==> src/rtl/tile_scroll_engine_pkg.sv <==
// Shared sizes, saturation limits and FSM encoding for the piano-game tile scroll engine.
package tile_scroll_engine_pkg;
  localparam int LANES     = 4;
  localparam int ROWS      = 8;
  localparam int MAX_MISS  = 5;
  localparam int SCORE_MAX = 9999;

  typedef enum logic [1:0] {
    ST_IDLE = 2'd0,
    ST_RUN  = 2'd1,
    ST_OVER = 2'd2
  } state_t;

  function automatic logic [2:0] popcount3(input logic [LANES-1:0] v);
    logic [2:0] n;
    n = 3'd0;
    for (int i = 0; i < LANES; i++) n = n + {2'd0, v[i]};
    return n;
  endfunction
endpackage

==> src/rtl/tile_scroll_engine_tick_step_counter.sv <==
// Rising-edge detect on the 100 Hz reference and a modulo-STEP_TICKS tick counter.
module tick_step_counter #(
  parameter int STEP_TICKS = 25
) (
  input  logic i_clk,
  input  logic i_rst,
  input  logic i_clk_100,
  input  logic i_en,
  input  logic i_clr,
  output logic o_tick,
  output logic o_step
);
  localparam int CW = (STEP_TICKS > 1) ? $clog2(STEP_TICKS) : 1;

  logic          r_c100_q;
  logic [CW-1:0] r_cnt;
  logic          w_last;

  assign o_tick = i_clk_100 & ~r_c100_q;
  assign w_last = (r_cnt == CW'(STEP_TICKS - 1));
  assign o_step = i_en & o_tick & w_last;

  always_ff @(posedge i_clk) begin
    if (i_rst) begin
      r_c100_q <= 1'b0;
      r_cnt    <= '0;
    end else begin
      r_c100_q <= i_clk_100;
      if (i_clr)              r_cnt <= '0;
      else if (i_en && o_tick) r_cnt <= w_last ? '0 : r_cnt + CW'(1);
    end
  end
endmodule

==> src/rtl/tile_scroll_engine.sv <==
// Game-tick engine: scrolls tiles down LANES x ROWS, accepts new top rows, judges key presses on row 0.
module tile_scroll_engine
  import tile_scroll_engine_pkg::*;
#(
  parameter int STEP_TICKS = 25
) (
  input  logic                  i_clk,
  input  logic                  i_rst,
  input  logic                  i_clk_100,
  input  logic                  i_start,
  input  logic [LANES-1:0]      i_key_pulse,
  input  logic [LANES-1:0]      i_pat_data,
  input  logic                  i_pat_valid,
  output logic                  o_pat_ready,
  output logic [LANES*ROWS-1:0] o_lanes,
  output logic [13:0]           o_score,
  output logic [2:0]            o_miss_cnt,
  output logic                  o_game_over
);
  state_t                       r_state, w_state_nxt;
  logic [ROWS-1:0][LANES-1:0]   r_lanes, w_lanes_nxt;
  logic [13:0]                  r_score, w_score_nxt;
  logic [2:0]                   r_miss, w_miss_nxt;

  logic             w_run, w_clr, w_tick, w_step_raw, w_step;
  logic [LANES-1:0] w_row0, w_hit, w_wrong;
  logic [2:0]       w_pop;
  logic [14:0]      w_score_sum;
  logic [1:0]       w_miss_inc;
  logic [3:0]       w_miss_sum;

  assign w_run = (r_state == ST_RUN);
  assign w_clr = i_start & ~w_run;

  tick_step_counter #(.STEP_TICKS(STEP_TICKS)) u_tick (
    .i_clk     (i_clk),
    .i_rst     (i_rst),
    .i_clk_100 (i_clk_100),
    .i_en      (w_run),
    .i_clr     (w_clr),
    .o_tick    (w_tick),
    .o_step    (w_step_raw)
  );

  // A step is only ever a tick that also wraps the counter.
  assign w_step = w_tick & w_step_raw;

  assign w_row0      = r_lanes[0];
  assign w_hit       = i_key_pulse & w_row0;
  assign w_wrong     = i_key_pulse & ~w_row0;
  assign w_pop       = popcount3(w_hit);
  assign w_score_sum = {1'b0, r_score} + {12'd0, w_pop};
  assign w_score_nxt = (w_score_sum > 15'(SCORE_MAX)) ? 14'(SCORE_MAX) : w_score_sum[13:0];
  // Wrong key and a tile scrolling off unhit are independent misses.
  assign w_miss_inc  = {1'b0, |w_wrong} + {1'b0, w_step & (|(w_row0 & ~w_hit))};
  assign w_miss_sum  = {1'b0, r_miss} + {2'd0, w_miss_inc};
  assign w_miss_nxt  = (w_miss_sum >= 4'(MAX_MISS)) ? 3'(MAX_MISS) : w_miss_sum[2:0];

  always_comb begin
    w_lanes_nxt    = r_lanes;
    w_lanes_nxt[0] = w_row0 & ~w_hit;
    if (w_step) begin
      for (int i = 0; i < ROWS - 1; i++) w_lanes_nxt[i] = r_lanes[i+1];
      w_lanes_nxt[ROWS-1] = i_pat_valid ? i_pat_data : '0;
    end
  end

  always_comb begin
    w_state_nxt = r_state;
    case (r_state)
      ST_IDLE, ST_OVER: if (i_start) w_state_nxt = ST_RUN;
      ST_RUN:           if (w_miss_nxt == 3'(MAX_MISS)) w_state_nxt = ST_OVER;
      default:          w_state_nxt = ST_IDLE;
    endcase
  end

  always_ff @(posedge i_clk) begin
    if (i_rst) r_state <= ST_IDLE;
    else       r_state <= w_state_nxt;
  end

  always_ff @(posedge i_clk) begin
    if (i_rst || w_clr) begin
      r_lanes <= '0;
      r_score <= '0;
      r_miss  <= '0;
    end else if (w_run) begin
      r_lanes <= w_lanes_nxt;
      r_score <= w_score_nxt;
      r_miss  <= w_miss_nxt;
    end
  end

  assign o_pat_ready = w_step;
  assign o_lanes     = r_lanes;
  assign o_score     = r_score;
  assign o_miss_cnt  = r_miss;
  assign o_game_over = (r_state == ST_OVER);
endmodule

==> config.mk <==
export PLATFORM = sky130hd
export DESIGN_NAME = tile_scroll_engine
export DESIGN_NICKNAME = d
export VERILOG_FILES = /design/src/rtl/tile_scroll_engine_pkg.sv /design/src/rtl/tile_scroll_engine_tick_step_counter.sv /design/src/rtl/tile_scroll_engine.sv
export SDC_FILE = /design/constraint.sdc
export NUM_CORES = 1
export LEC_CHECK = 0
export BUFFER_PORTS_ARGS = -buffer_cell sky130_fd_sc_hd__buf_2
export CORE_MARGIN = 4
export CORE_UTILIZATION = 54
export CTS_CLUSTER_DIAMETER = 40
export DETAILED_ROUTE_END_ITERATION = 7
export GPL_TIMING_DRIVEN = 0
export HOLD_SLACK_MARGIN = 0.15
export PLACE_DENSITY = 0.86
export SETUP_SLACK_MARGIN = 0.2
export SYNTH_ARGS = -nofsm -noshare
export SYNTH_HDL_FRONTEND = slang
export SYNTH_SLANG_ARGS = --single-unit
==> constraint.sdc <==
create_clock -name i_clk -period 4.5 [get_ports i_clk]
set_clock_uncertainty 0.15 [all_clocks]
set_input_delay 1.125 -clock i_clk [delete_from_list [all_inputs] [get_ports i_clk]]
set_output_delay 1.125 -clock i_clk [all_outputs]
set_load 0.05 [all_outputs]
# After elaboration in Yosys (flattened, before gate mapping)
# Cells that the tools add are included.
# totals
reg_bits	57
ram_bits	0
romBits	0
inputBits	13
latch_bits	0
elab_cells	58
n_memories	0
out_inout_bits	51
# op_classes
n_shift	0
div	0
mul	0
reduce_logical	9
mux	8
eq_ne	6
n_bitwise	13
order_cmp	2
n_addsub	7
# ops
operator	n
adder 14 x 3 -> 15 bit	1
> comparator 15 x 14 -> 1 bit, second input constant	1
2-to-1 mux 14 bit	1
AND 4 bit	3
2-to-1 mux 4 bit	2
inverter 4 bit	2
OR reduction 4 bit	2
AND 1 bit	6
adder 5 x 1 -> 5 bit, second input constant	1
== test 5 bit, second input constant	1
2-to-1 mux 5 bit	1
adder 1 x 1 -> 2 bit	2
adder 3 x 2 -> 4 bit	1
greater-or-equal comparator 4 x 3 -> 1 bit, second input constant	1
2-to-1 mux 2 bit	2
!= test 2 bit, second input constant	2
one-hot mux 2 bit (2 select lines)	1
AND reduction 2 bit	2
OR reduction 2 bit	2
adder 2 x 1 -> 3 bit	1
adder 3 x 1 -> 3 bit	1
== test 3 bit, second input constant	1
2-to-1 mux 3 bit	1
== test 2 x 1 -> 1 bit, second input constant	1
5 further kinds	6

# Depth between registers and ports, before layout
# Gate-level depths: netlist of the first run.
# logic_depth
word_depth	13
ltp_mapped	16
depth_no_buf	15

# Cells and area by module
# A second synthesis of the first run with hierarchy kept.
# hier_totals
cells_unflattened	358
area_unflattened_um2	2894.0
# by_module_without_submodules
mod	instances	seq_area_each_um2	area_per_inst_um2	cells_each
tile_scroll_engine	1	1021.0	2588.7	324
tick_step_counter	1	120.1	305.3	34

# Least setup slack after synthesis of the first run
# OpenSTA, ideal clock, no wires.
# synth_path
path_kind	input-to-reg
startpoint	input port i_clk_100
endpoint	register r_state[0]
setup_time_ns	0.115
arrival_time_ns	4.297
required_ns	4.235
path_stages	14
n_path_buf	1
slack_ns	-0.061
cell_sequence	nor3b_1 nand4_1 inv_1 buf_1 o21ai_0 fa_1 inv_1 ha_1 nand2_1 o21ai_0 a21oi_1 nor3_1 o22ai_1 and2_1
# synth_between
elab_chain_cells	12
# synth_rtl
item	line	rtl
start: declaration	tile_scroll_engine.sv:9	input logic i_clk_100,
AND 1 bit (*)	tile_scroll_engine_tick_step_counter.sv:19	assign o_tick = i_clk_100 & ~r_c100_q;
AND 1 bit (2 in a row)	tile_scroll_engine_tick_step_counter.sv:21	assign o_step = i_en & o_tick & w_last;
AND 1 bit (*)	tile_scroll_engine.sv:46	assign w_step = w_tick & w_step_raw;
named net o_pat_ready	tile_scroll_engine.sv:14	output logic o_pat_ready,
AND 1 bit (*)	tile_scroll_engine.sv:55	assign w_miss_inc = {1'b0, |w_wrong} + {1'b0, w_step & (|(w_row0 & ~w_hit))};
adder 1 x 1 -> 2 bit (*)	tile_scroll_engine.sv:55	
adder 3 x 2 -> 4 bit (*)	tile_scroll_engine.sv:56	assign w_miss_sum = {1'b0, r_miss} + {2'd0, w_miss_inc};
greater-or-equal comparator 4 x 3 -> 1 bit	tile_scroll_engine.sv:57	assign w_miss_nxt = (w_miss_sum >= 4'(MAX_MISS)) ? 3'(MAX_MISS) : w_miss_sum[2:0];
2-to-1 mux 3 bit (*)	tile_scroll_engine.sv:57	
== test 3 bit (*)	tile_scroll_engine.sv:72	ST_RUN: if (w_miss_nxt == 3'(MAX_MISS)) w_state_nxt = ST_OVER;
!= test 2 bit (no line) (*)	-	
AND reduction 2 bit (no line) (*)	-	
end signal: assignment	tile_scroll_engine.sv:79	else r_state <= w_state_nxt;
end: declaration	tile_scroll_engine.sv:20	state_t r_state, w_state_nxt;
# The timed path passes the listed nets; every way through them passes the cells marked *.
# A chain may end at the register's enable or synchronous reset.

# Final worst setup path of the first run
# layout_path
startpoint	input port i_key_pulse[2]
endpoint	register r_score[13] (netlist: o_score[13])
# layout_between
elab_chain_cells	6
# layout_rtl
item	line	rtl
start: declaration	tile_scroll_engine.sv:11	input logic [LANES-1:0] i_key_pulse,
AND 4 bit (*)	tile_scroll_engine.sv:49	assign w_hit = i_key_pulse & w_row0;
adder 2 x 1 -> 3 bit (*)	tile_scroll_engine_pkg.sv:17	for (int i = 0; i < LANES; i++) n = n + {2'd0, v[i]};
adder 3 x 1 -> 3 bit (*)	tile_scroll_engine_pkg.sv:17	
adder 14 x 3 -> 15 bit (*)	tile_scroll_engine.sv:52	assign w_score_sum = {1'b0, r_score} + {12'd0, w_pop};
> comparator 15 x 14 -> 1 bit	tile_scroll_engine.sv:53	assign w_score_nxt = (w_score_sum > 15'(SCORE_MAX)) ? 14'(SCORE_MAX) : w_score_sum[13:0];
2-to-1 mux 14 bit (*)	tile_scroll_engine.sv:53	
end signal: assignment	tile_scroll_engine.sv:89	r_score <= w_score_nxt;
end: declaration	tile_scroll_engine.sv:22	logic [13:0] r_score, w_score_nxt;
# Every way passes the cells marked *; elsewhere a longest branch is shown, timed or not.

==> results of run 1 <==
critical path, cell delays in order:
cell,delay (ps)
buf_2,120
and2_4,160
fa_1,450
inv_1,80
fa_2,200
inv_1,60
fa_2,370
buf_16,160
nor4bb_4,290
o2111ai_2,160
o31a_1,190
a22oi_2,200
buf_4,170
o211ai_4,100
nor4b_4,170
a2111oi_2,260
power groups by stage:
| stage | Clock [mW] | Combinational (mW) | Sequential, mW |
|---|---|---|---|
| global placement | 0 | 0.0598 | 0.522 |
| detailed placement | 0 | 0.0614 | 0.522 |
| global route | 0.449 | 0.0688 | 0.511 |
| finish | 0.424 | 0.0630 | 0.511 |
| floorplan | 0 | 0.0330 | 0.528 |
| CTS | 0.428 | 0.0618 | 0.511 |
kinds of logic (layout without fill, tap and decap cells):
logic type | after synthesis | count (layout)
simple gates | 159 | 159
compound gates | 96 | 96
flops | 57 | 57
buf+inv | 41 | 124
fa+ha+maj | 8 | 8
xor+xnor | 7 | 7
mux | 5 | 5
flip-flops by register name, indices dropped and copies added, names as in the netlist:
name	count
o_lanes	28
o_score	14
u_tick.r_cnt	5
w_row0	4
o_miss_cnt	3
r_state	2
u_tick.r_c100_q	1
routing by layer:
metal  part of all wire (%)  global-route usage, %  vias to the layer above
li1                       -                      -                     1474
met1                     42                  32.77                     1421
met2                     47                  40.06                      139
met3                    8.4                  7.158                       20
met4                    2.3                  13.29                        0
met5                      0                      0                        -
cells in the mapped netlist (2+ instances only):
library cell and count:
o21a_1 2, buf_1 5, dfxtp_1 57, and4_1 4, inv_1 16, mux2i_1 4
o22ai_1 2, nand2b_1 2, nand4_1 13, o2bb2ai_1 3, clkbuf_1 14, o21ai_0 14
nand3_1 12, nor3b_1 2, nor2_1 19, ha_1 4, buf_2 2, o211a_1 2
buf_6 3, a21oi_1 38, a31oi_1 9, nor2b_1 6, xnor2_1 2, nor3_1 10
a22oi_1 5, nand2_1 74, a211oi_1 2, xor2_1 5, or2_2 2, and2_1 3
a32o_1 2, and3_1 2, fa_1 4, o211ai_1 6
worst paths after layout:
kind	startpoint	endpoint	cells after the start
max	i_key_pulse[2]	o_score[13]	16
min	o_lanes[16]	o_lanes[12]	2
max reg2reg	r_state[1]	r_state[0]	15
min reg2reg	o_lanes[16]	o_lanes[12]	2
final cells by class:
class	instances	share of cell area, %
clock buffers	11	3.857
flip-flops and latches	57	31.13
repair buffers	67	9.420
multi-input cells	275	46.79
well taps	70	2.389
plain buffers	25	3.925
clock inverters	5	0.8532
inverters	16	1.638
stage by stage:
stage	std cells	TNS (ps)	hold WS [ps]	power, mW
after floorplan	373	0	359.2	0.5609
after global placement	506	-126.4	302.3	0.5820
after detailed placement	506	-484.6	307.9	0.5838
after CTS	522	0	316.7	1.001
after global routing	526	0	340.6	1.029
final	526	0	317.4	0.9985
timing repair:
action                     4_1_cts  5_1_grt
setup buffers                    0        4
pin swaps                        0        7
gates resized for setup          2       13
setup endpoints to repair        3       14
hold endpoints to repair         0        0
==> metrics.yaml, run 1 <==
initial_core_util_pct: 57.07
post-route-util_pct: 70.00
cellLeakagePower_nw: 1.486
clock_sinks: 57
cts_made_buffers: 9
viasPerCell: 5.806
seq_area_frac_synth_pct: 38.17
final_common_cell: "nand2_1"
outcome: "finished clean"
clk_pin_slew_worst_paths_ps: 70
portBuffers: 63
syn-num-nets: 394
cellPowerDensity_nw_per_um2: 272.4
ys_warn_count: 0
root_buffer: "clkbuf_8"
grt_max_degree: 11
cts.path.max_buffers: 2
combPwrFrac_pct: 6.3
slew_headroom_pct: 61.69
final_cell_mix: "74 x nand2_1, 66 x buf_2, 57 x dfxtp_1"
clk-insertion-delay-late_ps: 340
cap_violations: 0
coreArea_um2: 5238
internal-power_mw: 0.7377
cts_hold_buf: 0
p_sw_share_pct: 26.12
peakVddDrop_mv: 0.2481
ys_ff_latch: 57
fin_nets: 472
place.gp.congestion: 0.8696
synthXorXnorAreaFrac_pct: 2.051
vias: 3054
crit_fanout: 10
synth_area_leaders: "dfxtp_1 38%, nand2_1 9.3%, a21oi_1 6.4%"
slew_violations: 0
multi_input_area_um2: 1715
yosysUniqueCellTypes: 57
fp.dieH_um: 82.40
place_area_um2: 3393
synth-async-reset-ratio_pct: 0
cp.arrival_ps: 4260
power_frac_clock_pct: 42.5
antenna_found_initial: 0
endpoint_kind: "register"
first_iter_violations: 277
synth_area_leader_cell: "dfxtp_1"
ios: 64
syn-instance-count: 373
drive_above_1_share_pct: 24.12
antenna_left: 0
seqPwrFrac_pct: 51.2
cts_tree: "yes"
grt.total_usage_pct: 25.87
fmax_mhz: 239.9
tightest_slew_ps: 574.6
finish.instance_area_um2: 3666
grt_pass1_vias: 2946
ys.flop_type: "dfxtp_1"
dp_worst_setup_slack_ps: -226.8
grt_overflow: 0
regArea_um2: 1141
min_path_type: "reg2reg"
setup_viol: 0
critPathKind: "in2reg"
synth.mux.area_fraction_pct: 1.716
rrSetupSlack_ps: 780
hold_viol_final: 0
fin_ws_ps: 331.5
synthAdderAreaFrac_pct: 4.353
grt_first_pass_wirelength_mm: 13.41
start_kind: "input pin"
synth-simple-area-share_pct: 25.91
fin_crit_ps: 4168
fp.dieW_um: 82.40
wl_per_cell_um: 15.46
final.fill_count: 417
rsz0062_at_grt: "no"
drcViolationCount: 0
n_antenna_cell: 0
net-switching-power_mw: 0.2608
die-area_um2: 6790
place_hpwl_mm: 5.747
synth_edf_count: 0
crit_required_ps: 4600
netlist_area_um2: 2989
min_period_over_period_pct: 92.63
routed_wl_mm: 8.132
drt_first_pass_iters: 5
synth-compound-area-share_pct: 20.85
num_rows: 26
synthToLayoutAreaGrowth_pct: 22.65
netlist.area_leader.share_pct: 38.17
synth_top_family_by_area: "simple AND/OR/NAND/NOR gates"
htree_levels: 3
avgSynthCellArea_um2: 8.014
(Power assumes the default switching activity.)
==> run 2, diff against run 1 <==
Settings changed: RECOVER_POWER set to 25.
==> run 2 against run 1 <==
- die area unchanged
- global-route usage is the same
- sequential share of layout area rose by 0.29 points
- fmax about the same
- critical path depth unchanged
- utilization is 0.65 points lower
- register-to-register slack worse by 40 ps
- hold slack better by 3.9 ps
- clock power about the same
- sequential cell count stayed put
==> metrics.yaml, run 2 (synthesized netlist as in run 1, its figures left out) <==
dpl.cell_count: 506  # unchanged
clock_sinks: 57  # unchanged
wl_per_cell_um: 15.37  # -0.61%
hold_viol_final: 0  # unchanged
tightest_slew_ps: 610.4  # +35.78 ps
slowest_delay_ps: 450  # about the same
fin_crit_ps: 4166  # -2.427 ps
path_buf_inv: 5  # unchanged
antenna_left: 0  # unchanged
drt_first_pass_iters: 6  # +1
outcome: "finished clean"
cts_hold_buf: 0  # unchanged
cts_made_buffers: 9  # unchanged
root_buffer: "clkbuf_8"
critPathKind: "in2reg"
min_path_type: "reg2reg"
cp.arrival_ps: 4270  # about the same
grt_pass1_vias: 2946  # unchanged
whs_ps: 321.2  # +3.868 ps
portBuffers: 63  # unchanged
crit_required_ps: 4600  # about the same
num_rows: 26  # unchanged
cts.path.max_buffers: 2  # unchanged
crit_path_top_delay_cell: "fa_1"
place.gp.congestion: 0.8696  # unchanged
min_period_over_period_pct: 92.58  # about the same
die-area_um2: 6790  # unchanged
synthToLayoutAreaGrowth_pct: 21.52
ios: 64  # unchanged
endpoint_kind: "register"
place_hpwl_mm: 5.747  # unchanged
n_antenna_cell: 0  # unchanged
final_common_cell: "nand2_1"
viasPerCell: 5.814  # +0.13%
clk-insertion-delay-late_ps: 350  # about the same
grt_overflow: 0  # unchanged
vias: 3058  # +0.13%
fp.dieH_um: 82.40  # unchanged
setup_viol: 0  # unchanged
peakVddDrop_mv: 0.2461  # -0.80%
initial_core_util_pct: 57.07  # unchanged
final.fill_count: 438  # +5.0%
cellLeakagePower_nw: 1.368  # -7.9%
grt.total_usage_pct: 25.87  # unchanged
drcViolationCount: 0  # unchanged
routed_wl_mm: 8.082  # -0.61%
start_kind: "input pin"
post-route-util_pct: 69.35  # -0.65 points
first_iter_violations: 303  # +9.4%
slew_headroom_pct: 59.48  # -2.2 points
fin_nets: 472  # unchanged
clk_pin_slew_worst_paths_ps: 70  # about the same
slew_violations: 0  # unchanged
antenna_found_initial: 0  # unchanged
coreArea_um2: 5238  # unchanged
fmax_mhz: 240.0  # about the same
fp.dieW_um: 82.40  # unchanged
htree_levels: 3  # unchanged
largest_reg_flops: 28  # unchanged
cts_tree: "yes"
layoutNonFillerInstCount: 526  # unchanged
final_cell_mix: "74 x nand2_1, 57 x dfxtp_1, 42 x clkbuf_1"
cap_violations: 0  # unchanged
grt_first_pass_wirelength_mm: 13.41  # unchanged
cellPowerDensity_nw_per_um2: 275.2  # +1.0%
drive_above_1_share_pct: 18.20  # -5.9 points
grt_max_degree: 11  # unchanged
path_cells: "buf_2 -> and2_4 -> fa_1 -> inv_1 -> fa_2 -> inv_1 -> fa_2 -> buf_16 -> nor4bb_4 -> o2111ai_2 -> o31a_1 -> a22oi_2 -> buf_4 -> o211ai_4 -> nor4b_4 -> a2111oi_2"
rsz0062_at_grt: "no"
crit_fanout: 10  # unchanged
crit_family: "adder cells"
## run 2: cell types whose count changed in the layout (fill, tap and decap cells not counted)
| cell | previous run | this run |
|---|---|---|
| buf_2 | 66 | 39 |
| clkbuf_1 | 15 | 42 |
## run 2: per-stage QoR
stage               setup TNS, ps  area, um^2  power, mW  setup slack (ps)
global route                    0        3632      1.029             189.3
floorplan                       0        2990     0.5609             273.4
CTS                             0        3577      1.001             233.1
detailed placement         -484.6        3393     0.5838            -226.8
finish                          0        3632     0.9995             334.0
global placement           -126.4        3393     0.5820            -119.4
## run 2: cell type report
cell class | count | area (um^2) | area share (%)
multi-input combinational | 275 | 1715 | 47.23
sequential | 57 | 1141 | 31.42
timing repair buffer | 67 | 311.5 | 8.577
buffer | 25 | 143.9 | 3.961
clock buffer | 11 | 141.4 | 3.893
tap | 70 | 87.58 | 2.411
inverter | 16 | 60.06 | 1.653
clock inverter | 5 | 31.28 | 0.8612
## run 2: worst min-delay path: stages (launching register included)
cell     delay [ps]
dfxtp_1         320
nand2_1          50
a21oi_1          50
## run 2: path summary, 6_finish.rpt
path | from | end | slack (ps) | cells after the start
setup / recovery | i_key_pulse[2] | o_score[13] | 330 | 16
hold / removal | o_lanes[5] | o_lanes[5] | 320 | 2
setup reg to reg | r_state[1] | r_state[0] | 740 | 15
hold reg to reg | o_lanes[5] | o_lanes[5] | 320 | 2
## run 2: what timing repair did
item                       CTS  global route
gates resized for setup      2            13
pin swaps                    0             7
setup buffers                0             4
setup endpoints to repair    3            14
## run 2: routing by layer
layer	vias to the layer above	share of wire (%)	wire length, um	track usage, %
met1	1414	42	3422	32.77
li1	1482	-	-	-
met5	-	0	0	0
met2	139	46	3751	40.06
met3	23	8.7	700	7.158
met4	0	2.6	207	13.29
## run 2: report_power, final
group	internal (mW)	switching [mW]	total, mW
sequential	0.508	0.00346	0.511
clock	0.212	0.213	0.425
combinational	0.0173	0.0455	0.0627
total	0.738	0.262	1.00
